## config.mk

```make
export PLATFORM = sky130hd
export DESIGN_NAME = uart_rx_buffered
export DESIGN_NICKNAME = d
export VERILOG_FILES = /design/src/rtl/uart_rx_buffered.sv
export SDC_FILE = /design/constraint.sdc
export NUM_CORES = 1
export LEC_CHECK = 0
export CORE_UTILIZATION = 40
export DETAILED_ROUTE_END_ITERATION = 12
export GPL_ROUTABILITY_DRIVEN = 0
export GPL_TIMING_DRIVEN = 1
export PLACE_DENSITY = 0.68
export SYNTH_ARGS = -nofsm -noshare
export SYNTH_HDL_FRONTEND = slang
export SYNTH_SLANG_ARGS = --single-unit
```

## constraint.sdc

```tcl
create_clock -name CLK -period 1.6 [get_ports CLK]
set_input_delay 0.32 -clock CLK [delete_from_list [all_inputs] [get_ports CLK]]
set_output_delay 0.32 -clock CLK [all_outputs]
set_load 0.02 [all_outputs]
```

## src/rtl/uart_rx_buffered.sv

```systemverilog
// UART receiver (8N1) with a single-entry output buffer, framing/overrun flags
// and a registered CTS answer to the transmitter's RTS.
module uart_rx_buffered #(
  parameter int CLKS_PER_BIT = 1
) (
  input  logic       CLK,
  input  logic       rst,
  input  logic       serial_in,
  input  logic       RTS,
  output logic       CTS,
  input  logic       rd_en,
  output logic [7:0] data_out,
  output logic       data_valid,
  output logic       frame_err,
  output logic       overrun
);

  localparam int H  = CLKS_PER_BIT / 2;
  localparam int CW = (CLKS_PER_BIT < 2) ? 1 : $clog2(CLKS_PER_BIT + 1);
  localparam logic [CW-1:0] C_LAST = CW'(CLKS_PER_BIT);
  localparam logic [CW-1:0] H_LAST = CW'(H);
  localparam logic [CW-1:0] CNT_ONE = CW'(1);

  typedef enum logic [1:0] {IDLE = 2'd0, START = 2'd1, DATA = 2'd2, STOP = 2'd3} state_t;

  state_t        state_r;
  logic [CW-1:0] clk_cnt_r;
  logic [2:0]    bit_cnt_r;
  logic [7:0]    shift_r;
  logic          armed_r;

  logic start_det_s;
  logic good_frame_s;
  logic buf_free_s;

  // clk_cnt_r counts cycles since the previous sample point, starting at 1.
  assign start_det_s  = (state_r == IDLE) && armed_r && !serial_in;
  assign good_frame_s = (state_r == STOP) && (clk_cnt_r == C_LAST) && serial_in;
  assign buf_free_s   = !data_valid || rd_en;

  // Frame FSM, output buffer, CTS and status pulses
  always_ff @(posedge CLK) begin
    if (!rst) begin
      state_r    <= IDLE;
      clk_cnt_r  <= '0;
      bit_cnt_r  <= 3'd0;
      shift_r    <= 8'h00;
      armed_r    <= 1'b0;
      CTS        <= 1'b0;
      data_out   <= 8'h00;
      data_valid <= 1'b0;
      frame_err  <= 1'b0;
      overrun    <= 1'b0;
    end else begin
      frame_err <= 1'b0;
      overrun   <= 1'b0;
      CTS       <= RTS && (state_r == IDLE) && !start_det_s && buf_free_s;

      case (state_r)
        IDLE: begin
          if (serial_in) begin
            armed_r <= 1'b1;
          end
          if (start_det_s) begin
            clk_cnt_r <= CNT_ONE;
            bit_cnt_r <= 3'd0;
            // With H=0 the start recheck coincides with detection itself.
            state_r   <= (H == 0) ? DATA : START;
          end
        end
        START: begin
          if (clk_cnt_r == H_LAST) begin
            clk_cnt_r <= CNT_ONE;
            state_r   <= serial_in ? IDLE : DATA;
          end else begin
            clk_cnt_r <= clk_cnt_r + CNT_ONE;
          end
        end
        DATA: begin
          if (clk_cnt_r == C_LAST) begin
            clk_cnt_r <= CNT_ONE;
            shift_r   <= {serial_in, shift_r[7:1]};
            bit_cnt_r <= bit_cnt_r + 3'd1;
            if (bit_cnt_r == 3'd7) begin
              state_r <= STOP;
            end
          end else begin
            clk_cnt_r <= clk_cnt_r + CNT_ONE;
          end
        end
        STOP: begin
          if (clk_cnt_r == C_LAST) begin
            clk_cnt_r <= '0;
            state_r   <= IDLE;
            if (!serial_in) begin
              frame_err <= 1'b1;
              armed_r   <= 1'b0;
            end
          end else begin
            clk_cnt_r <= clk_cnt_r + CNT_ONE;
          end
        end
        default: begin
          state_r <= IDLE;
        end
      endcase

      if (good_frame_s) begin
        if (buf_free_s) begin
          data_out   <= shift_r;
          data_valid <= 1'b1;
        end else begin
          overrun <= 1'b1;
        end
      end else if (rd_en) begin
        data_valid <= 1'b0;
      end
    end
  end

endmodule

```

==> flow_metrics.py, run 1 <==
metrics = {
    "run_status": {
        "status": "finished, final reports clean",
    },
    "floorplan": {
        "rows": 19,
        "pin_count": 17,
        "floorplan.initialDensity_pct": 42.4,
        "die_area_sq_mm": 0.00317,
        "die_h_microns": 56.3,
        "coreArea_sq_mm": 0.00278,
        "die_w_microns": 56.3,
    },
    "placed_design": {
        "io_buffers": 16,
        "place_hpwl_microns": 1380,
        "dp_cells": 162,
    },
    "finish": {
        "nNetsFinal": 143,
        "nFillCells": 269,
        "seqCellArea_sq_um": 541,
        "final_util_pct": 50.1,
        "final-instance-count-excl-fill": 166,
        "drive_above_1_share_pct": 10.4,
        "diodes": 0,
        "area_growth_pct": 18.1,
        "multi_input_area_sq_um": 583,
    },
    "critical_path": {
        "path_delay_family": "buffers and inverters",
        "reg2reg_depth": 3,
        "crit_chain": "clkdlybuf4s50_1",
        "criticalPathCategory": "reg2out",
        "worstPathRequired_ps": 1280,
        "cp_num_buf_inv": 1,
        "slowest_stage": "clkdlybuf4s50_1",
        "crit_fanout": 1,
        "crit_cells": 1,
        "start_kind": "flip-flop",
        "crit_path_end_kind": "output pin",
        "critPathMaxStageDelay_ps": 590,
        "arrival_ps": 1240,
    },
    "timing": {
        "finalSetupViolations": 0,
        "final.setup.tns_ps": 0,
        "period_share_pct": 97.4,
        "worst_clock_skew_ps": 3.31,
        "drv_slew": 0,
        "fmax_mhz": 642,
        "period_minus_slack_ps": 1560,
        "relSlewSlack_pct": 65.9,
        "hold_violations": 0,
        "hold_ws_ps": 463,
        "tightestPinTransition_ps": 510,
        "rsz0062_at_grt": "false",
    },
    "power": {
        "peakVddDrop_v": 0.000470,
        "p_leak_nw": 0.597,
        "p_total_mw": 1.11,
        "power_density_mw_per_mm2": 795,
    },
    "route": {
        "drt_iter0_markers": 12,
        "wl_microns": 1970,
        "drc": 0,
        "drtPass1Iterations": 2,
        "ant_nets": 0,
        "viasPerCell": 5.07,
        "vias": 841,
        "routedWlPerCell_microns": 11.8,
    },
    "job": {
        "drv_cap": 0,
    },
    "logic_synthesis": {
        "syn-cell-area_sq_mm": 0.00118,
        "yosysUniqueCellTypes": 28,
        "syn_nets": 126,
        "syn_inst": 119,
        "ys_ff_latch": 27,
        "yosys.area_share.simple_pct": 23.6,
        "synthFlopType": "dfxtp_1",
        "synthMuxAreaShare_pct": 14.5,
        "yosysSeqAreaShare_pct": 45.8,
        "synth_xor_area_share_pct": 0,
        "synth_compound_area_share_pct": 9.12,
        "async_flop_share_pct": 0,
        "avgSynthCellArea_sq_um": 9.91,
        "yosysWarnings": 0,
        "synth_top_family_by_area": "simple AND/OR/NAND/NOR gates",
        "synth_edf_count": 0,
        "synth_fa_ha_area_share_pct": 2.12,
    },
    "grt": {
        "grt_max_degree": 36,
        "grt_pass1_wl_microns": 3510,
        "grt_pass1_vias": 849,
        "grt_usage_pct": 13.9,
        "antenna_found_initial": 0,
        "gr-total-overflow": 0,
    },
    "worst_hold_path": {
        "holdPathStages": 2,
        "hold_path.class": "reg2reg",
    },
    "cts": {
        "cts_tree": "yes",
        "root_buffer": "clkbuf_4",
        "clock_sinks": 27,
        "numCtsBuffers": 3,
        "clk_pin_slew_worst_paths_ps": 140,
        "cts_buffer_depth": 2,
        "postCtsHoldBufs": 0,
        "post_cts_buffers": 0,
        "cts.htree.levels": 1,
        "clkLatencyLatePin_ps": 320,
    },
}
==> report_power, final <==
group	switching [mW]	internal, mW	leakage, nW
registers	0.0254	0.687	0.218
clock network	0.198	0.0936	0.0177
logic	0.0479	0.0566	0.360
==> tightest hold or removal path, stage by stage, from the launching register on <==
cell     delay, ps
dfxtp_1        330
nand2_1         50
mux2i_1         50
==> metal layers <==
layer | track usage (%) | part of all wire (%) | vias up
met5 | 0 | 0 | -
met4 | 6.27 | 0.76 | 0
met3 | 2.30 | 3.5 | 2
met2 | 23.6 | 47 | 9
met1 | 17.1 | 49 | 398
li1 | - | - | 432
==> synthesized netlist by cell type (all sizes together), types with 2 or more instances <==
cell type | n | share of area [%]
nor2 | 7 | 3.6
nand2 | 21 | 6.7
a21oi | 4 | 1.7
buf | 6 | 3.5
and4b | 3 | 2.9
mux2i | 16 | 14
inv | 2 | 0.64
o21ai | 7 | 3.0
ha | 2 | 2.1
clkbuf | 2 | 0.64
nor2b | 9 | 4.8
o211a | 2 | 1.7
dfxtp | 27 | 46
a211oi | 2 | 2.1
==> layout make-up <==
| class | instances | share of cell area (%) |
|---|---|---|
| Clock buffer | 3 | 1.62 |
| Timing Repair Buffer | 20 | 14.1 |
| Multi-Input combinational cell | 82 | 41.8 |
| Inverter | 2 | 0.539 |
| Tap cell | 31 | 2.78 |
| Clock inverter | 1 | 0.359 |
| Sequential cell | 27 | 38.8 |
==> registers in the layout, indices dropped and copies added, names as in the netlist, 2 cells and up <==
register	flops
shift_r	8
state_r	2
bit_cnt_r	3
data_out	8
==> cell families (layout without fill, tap and decap cells) <==
kind of cell | after synthesis | count (layout)
buffers and inverters | 10 | 26
AOI/OAI and AO/OA | 16 | 16
muxes | 17 | 17
adders and majority gates | 2 | 2
DFF | 27 | 27
and+or+nand+nor | 47 | 47
==> through the flow <==
stage / area [sq um] / setup slack, ps
after global placement: 1370 / 8.31
after detailed placement: 1370 / -19.3
after floorplan: 1180 / 314
after CTS: 1390 / 17.1
after global routing: 1390 / 5.36
final: 1390 / 42.1
==> layout by cell type (no fill, tap or decap), drive strengths merged, types with 2 or more instances in the layout <==
cell,netlist,layout
nor2,7,7
inv,2,2
dfxtp,27,27
and4b,3,3
mux2i,16,16
o21ai,7,7
a211oi,2,2
o211a,2,2
ha,2,2
buf,6,4
dlymetal6s2s,0,2
nor2b,9,9
a21oi,4,4
clkdlybuf4s50,0,5
clkbuf,2,3
nand2,21,21
dlygate4sd2,0,9
==> path summary, 6_finish.rpt <==
check                                         startpoint                       end  slack (ps)
worst max-delay path                frame_err$_SDFF_PN0_                 frame_err          40
worst min-delay path            data_out[1]$_SDFFE_PN0P_  data_out[1]$_SDFFE_PN0P_         460
worst max register to register   state_r[0]$_SDFFE_PN0P_  data_out[6]$_SDFFE_PN0P_         170
worst min register to register  data_out[1]$_SDFFE_PN0P_  data_out[1]$_SDFFE_PN0P_         460
==> what timing repair did <==
action,4_1_cts,5_1_grt
endpoints found under the hold margin,0,0
resized for setup,9,2
setup endpoints to repair,9,2
Note: power is estimated with default switching activity, not from simulation.
==> run 2: changes to the inputs <==
GPL_TIMING_DRIVEN = unset   (was 1)
==> results of run 2 <==
Final layout, timing and power as in run 1 (identical DEF).
==> RTL edit (config.mk and constraints of run 2) <==
Reset style: asynchronous (`rst`), changed in one clocked block.
--- a/src/rtl/uart_rx_buffered.sv
+++ b/src/rtl/uart_rx_buffered.sv
@@ -39,7 +39,7 @@
   assign buf_free_s   = !data_valid || rd_en;
 
   // Frame FSM, output buffer, CTS and status pulses
-  always_ff @(posedge CLK) begin
+  always_ff @(posedge CLK or negedge rst) begin
     if (!rst) begin
       state_r    <= IDLE;
       clk_cnt_r  <= '0;
Function: differs if rst is asserted again (counterexample within 4 cycles, from zero or initial values and one cycle with rst low); with rst held inactive, the same outputs for 10 cycles.
==> RTL edit against run 2 <==
Synthesized cell count decreased by 33%; highest routed layer unchanged; synthesized area decreased by 3.3%; non-clock buffer count increased by 3; cell area unchanged; routed wire length decreased by 13%; worst setup slack improved by 0.16 ns; sequential cell count unchanged.
Power is not compared: it rests on default switching activity, and its combinational part moved more than twofold at a synthesized area within 25%.
==> RTL edit: results (changes against run 2) <==
\begin{tabular}{lr}
\hline
Metric & Value \\
\hline
\multicolumn{2}{l}{\textbf{Outcome}} \\
Outcome & completed \\
\multicolumn{2}{l}{\textbf{Worst hold path}} \\
Hold crit path type & in2async \\
\multicolumn{2}{l}{\textbf{Logic synthesis}} \\
Top cells by area in the synthesized netlist & sky130\_fd\_sc\_hd\_\_dfrtp\_1 (59\%), sky130\_fd\_sc\_hd\_\_mux2\_4 (11\%), sky130\_fd\_sc\_hd\_\_mux2\_2 (9.9\%) \\
Cells after Synth & 80 (-33\%) \\
Proportion of synthesized flip-flops having asynchronous set or reset & 1.00 (+1.00) \\
Post-synthesis net count & 87 (-31\%) \\
Count of different cell masters after synthesis & 23 (-18\%) \\
Sequential element share of the synthesized area & 0.592 (+0.134) \\
Top cell types by occurrence after synthesis & sky130\_fd\_sc\_hd\_\_dfrtp\_1 (27), sky130\_fd\_sc\_hd\_\_mux2\_2 (10), sky130\_fd\_sc\_hd\_\_mux2\_4 (8) \\
Total of warnings raised by yosys & 0 (unchanged) \\
\multicolumn{2}{l}{\textbf{Flow run}} \\
Max-capacitance violation count & 0 (unchanged) \\
\multicolumn{2}{l}{\textbf{Clock tree}} \\
CTS clock-pin slew for the worst setup and hold paths & 0.14 ns (about the same) \\
Maximum count of clock buffers along a single path & 2 (unchanged) \\
Depth of the CTS H-tree & 1 (unchanged) \\
Clock latency at the later pin of the worst-skew pair & 0.32 ns (about the same) \\
\multicolumn{2}{l}{\textbf{Setup path}} \\
R2r startpoint & state\_r[1] \\
Largest stage delay, worst path & 0.44 ns (-0.15 ns) \\
Critical path arrival & 1.62 ns (+0.38 ns) \\
Largest driver fanout on the critical path & 7 (+6) \\
Worst setup path startpoint & serial\_in \\
\multicolumn{2}{l}{\textbf{Pwr}} \\
Leakage & 0.000692 uW \\
\multicolumn{2}{l}{\textbf{GRT}} \\
Total routing resource utilization after global routing & 0.129 (-0.0101) \\
Maximum number of pins on one net before global-route repair & 28 (-22\%) \\
Wire length of the first global-routing pass & 3.08 mm (-12\%) \\
Vias in the first global route & 699 (-18\%) \\
Initial antenna violation count & 0 (unchanged) \\
\multicolumn{2}{l}{\textbf{Finish}} \\
Ant diodes & 0 (unchanged) \\
Layout net count & 111 (-22\%) \\
Fill cells & 238 (-12\%) \\
Post-layout instance count excluding filler cells & 134 (-19\%) \\
Share of post-route cells with drive strength above 1 & 0.320 (+0.217) \\
Registers with the highest flip-flop counts & data\_out (8), shift\_r (8), bit\_cnt\_r (3) \\
\multicolumn{2}{l}{\textbf{Detailed routing}} \\
Count of routing violations after the opening detailed-route iteration & 11 (-1) \\
Vias per cell & 5.02 (-0.87\%) \\
Total iterations of the first detailed-routing run & 4 (+2) \\
Routed wire length per instance & 12.8 um (+7.7\%) \\
\multicolumn{2}{l}{\textbf{STA}} \\
Setup clock skew after layout & 0.00331 ns (+0.00000216 ns) \\
Remaining max-slew budget at the tightest pin & 0.753 (+0.0933) \\
\multicolumn{2}{l}{\textbf{Place}} \\
Half-perimeter wire length after placement & 1.27 mm (-8.1\%) \\
Count of port buffers added during placement & 16 (unchanged) \\
\hline
\end{tabular}
RTL edit: final cells by class:
type | count | area, um^2 | area share
Clock buffer | 3 | 22.5 | 0.0162
Tap cell | 31 | 38.8 | 0.0278
Multi-Input combinational cell | 48 | 430 | 0.309
Inverter | 1 | 3.75 | 0.00269
Clock inverter | 1 | 5.00 | 0.00359
Timing Repair Buffer | 23 | 218 | 0.156
Sequential cell | 27 | 676 | 0.485
RTL edit: what timing repair did:
item                       4_1_cts  5_1_grt
resized for setup               10        2
cloned                           0        0
setup buffers                    0        0
hold endpoints to repair         0        0
setup endpoints to repair       10        2
RTL edit: final timing paths:
path / end / depth (start not counted) / slack (ns)
setup / recovery: bit_cnt_r[0] / 5 / 0.20
hold reg to reg: data_out[4] / 1 / 0.52
min in group CLK: data_out[4] / 1 / 0.52
setup reg to reg: bit_cnt_r[0] / 4 / 0.21
hold / removal: data_out[7] / 2 / 0.36
max in group asynchronous: armed_r / 2 / 1.00
RTL edit: power by group:
group	leakage (uW)	switching (uW)	total (uW)	internal, uW
combinational	0.000341	490	1140	653
sequential	0.000333	241	1230	991
clock	0.0000177	188	282	93.6
total	0.000692	919	2660	1740
RTL edit: cell families after synthesis:
logic type                 after synthesis  synth area share
AOI/OAI and AO/OA                       10            0.0526
adders and majority gates                2            0.0219
buffers and inverters                    5            0.0307
DFF                                     27             0.592
muxes                                   18             0.204
and+or+nand+nor                         18            0.0987
RTL edit: metrics by stage:
| stage | total power (uW) | instance area [um^2] | worst slack, ns |
|---|---|---|---|
| floorplan | 2060 | 1140 | 0.307 |
| global placement | 2440 | 1370 | -0.0801 |
| detailed placement | 2500 | 1370 | -0.157 |
| CTS | 2700 | 1390 | 0.00187 |
| global route | 2870 | 1390 | 0.138 |
| finish | 2660 | 1390 | 0.205 |
RTL edit: layer usage:
layer  up-vias  global-route usage  part of all wire
li1        328                   -                 -
met1       330               0.166              0.46
met2        13               0.210              0.49
met3         2              0.0211             0.033
met4         0              0.0643             0.011
met5         -                   0                 0
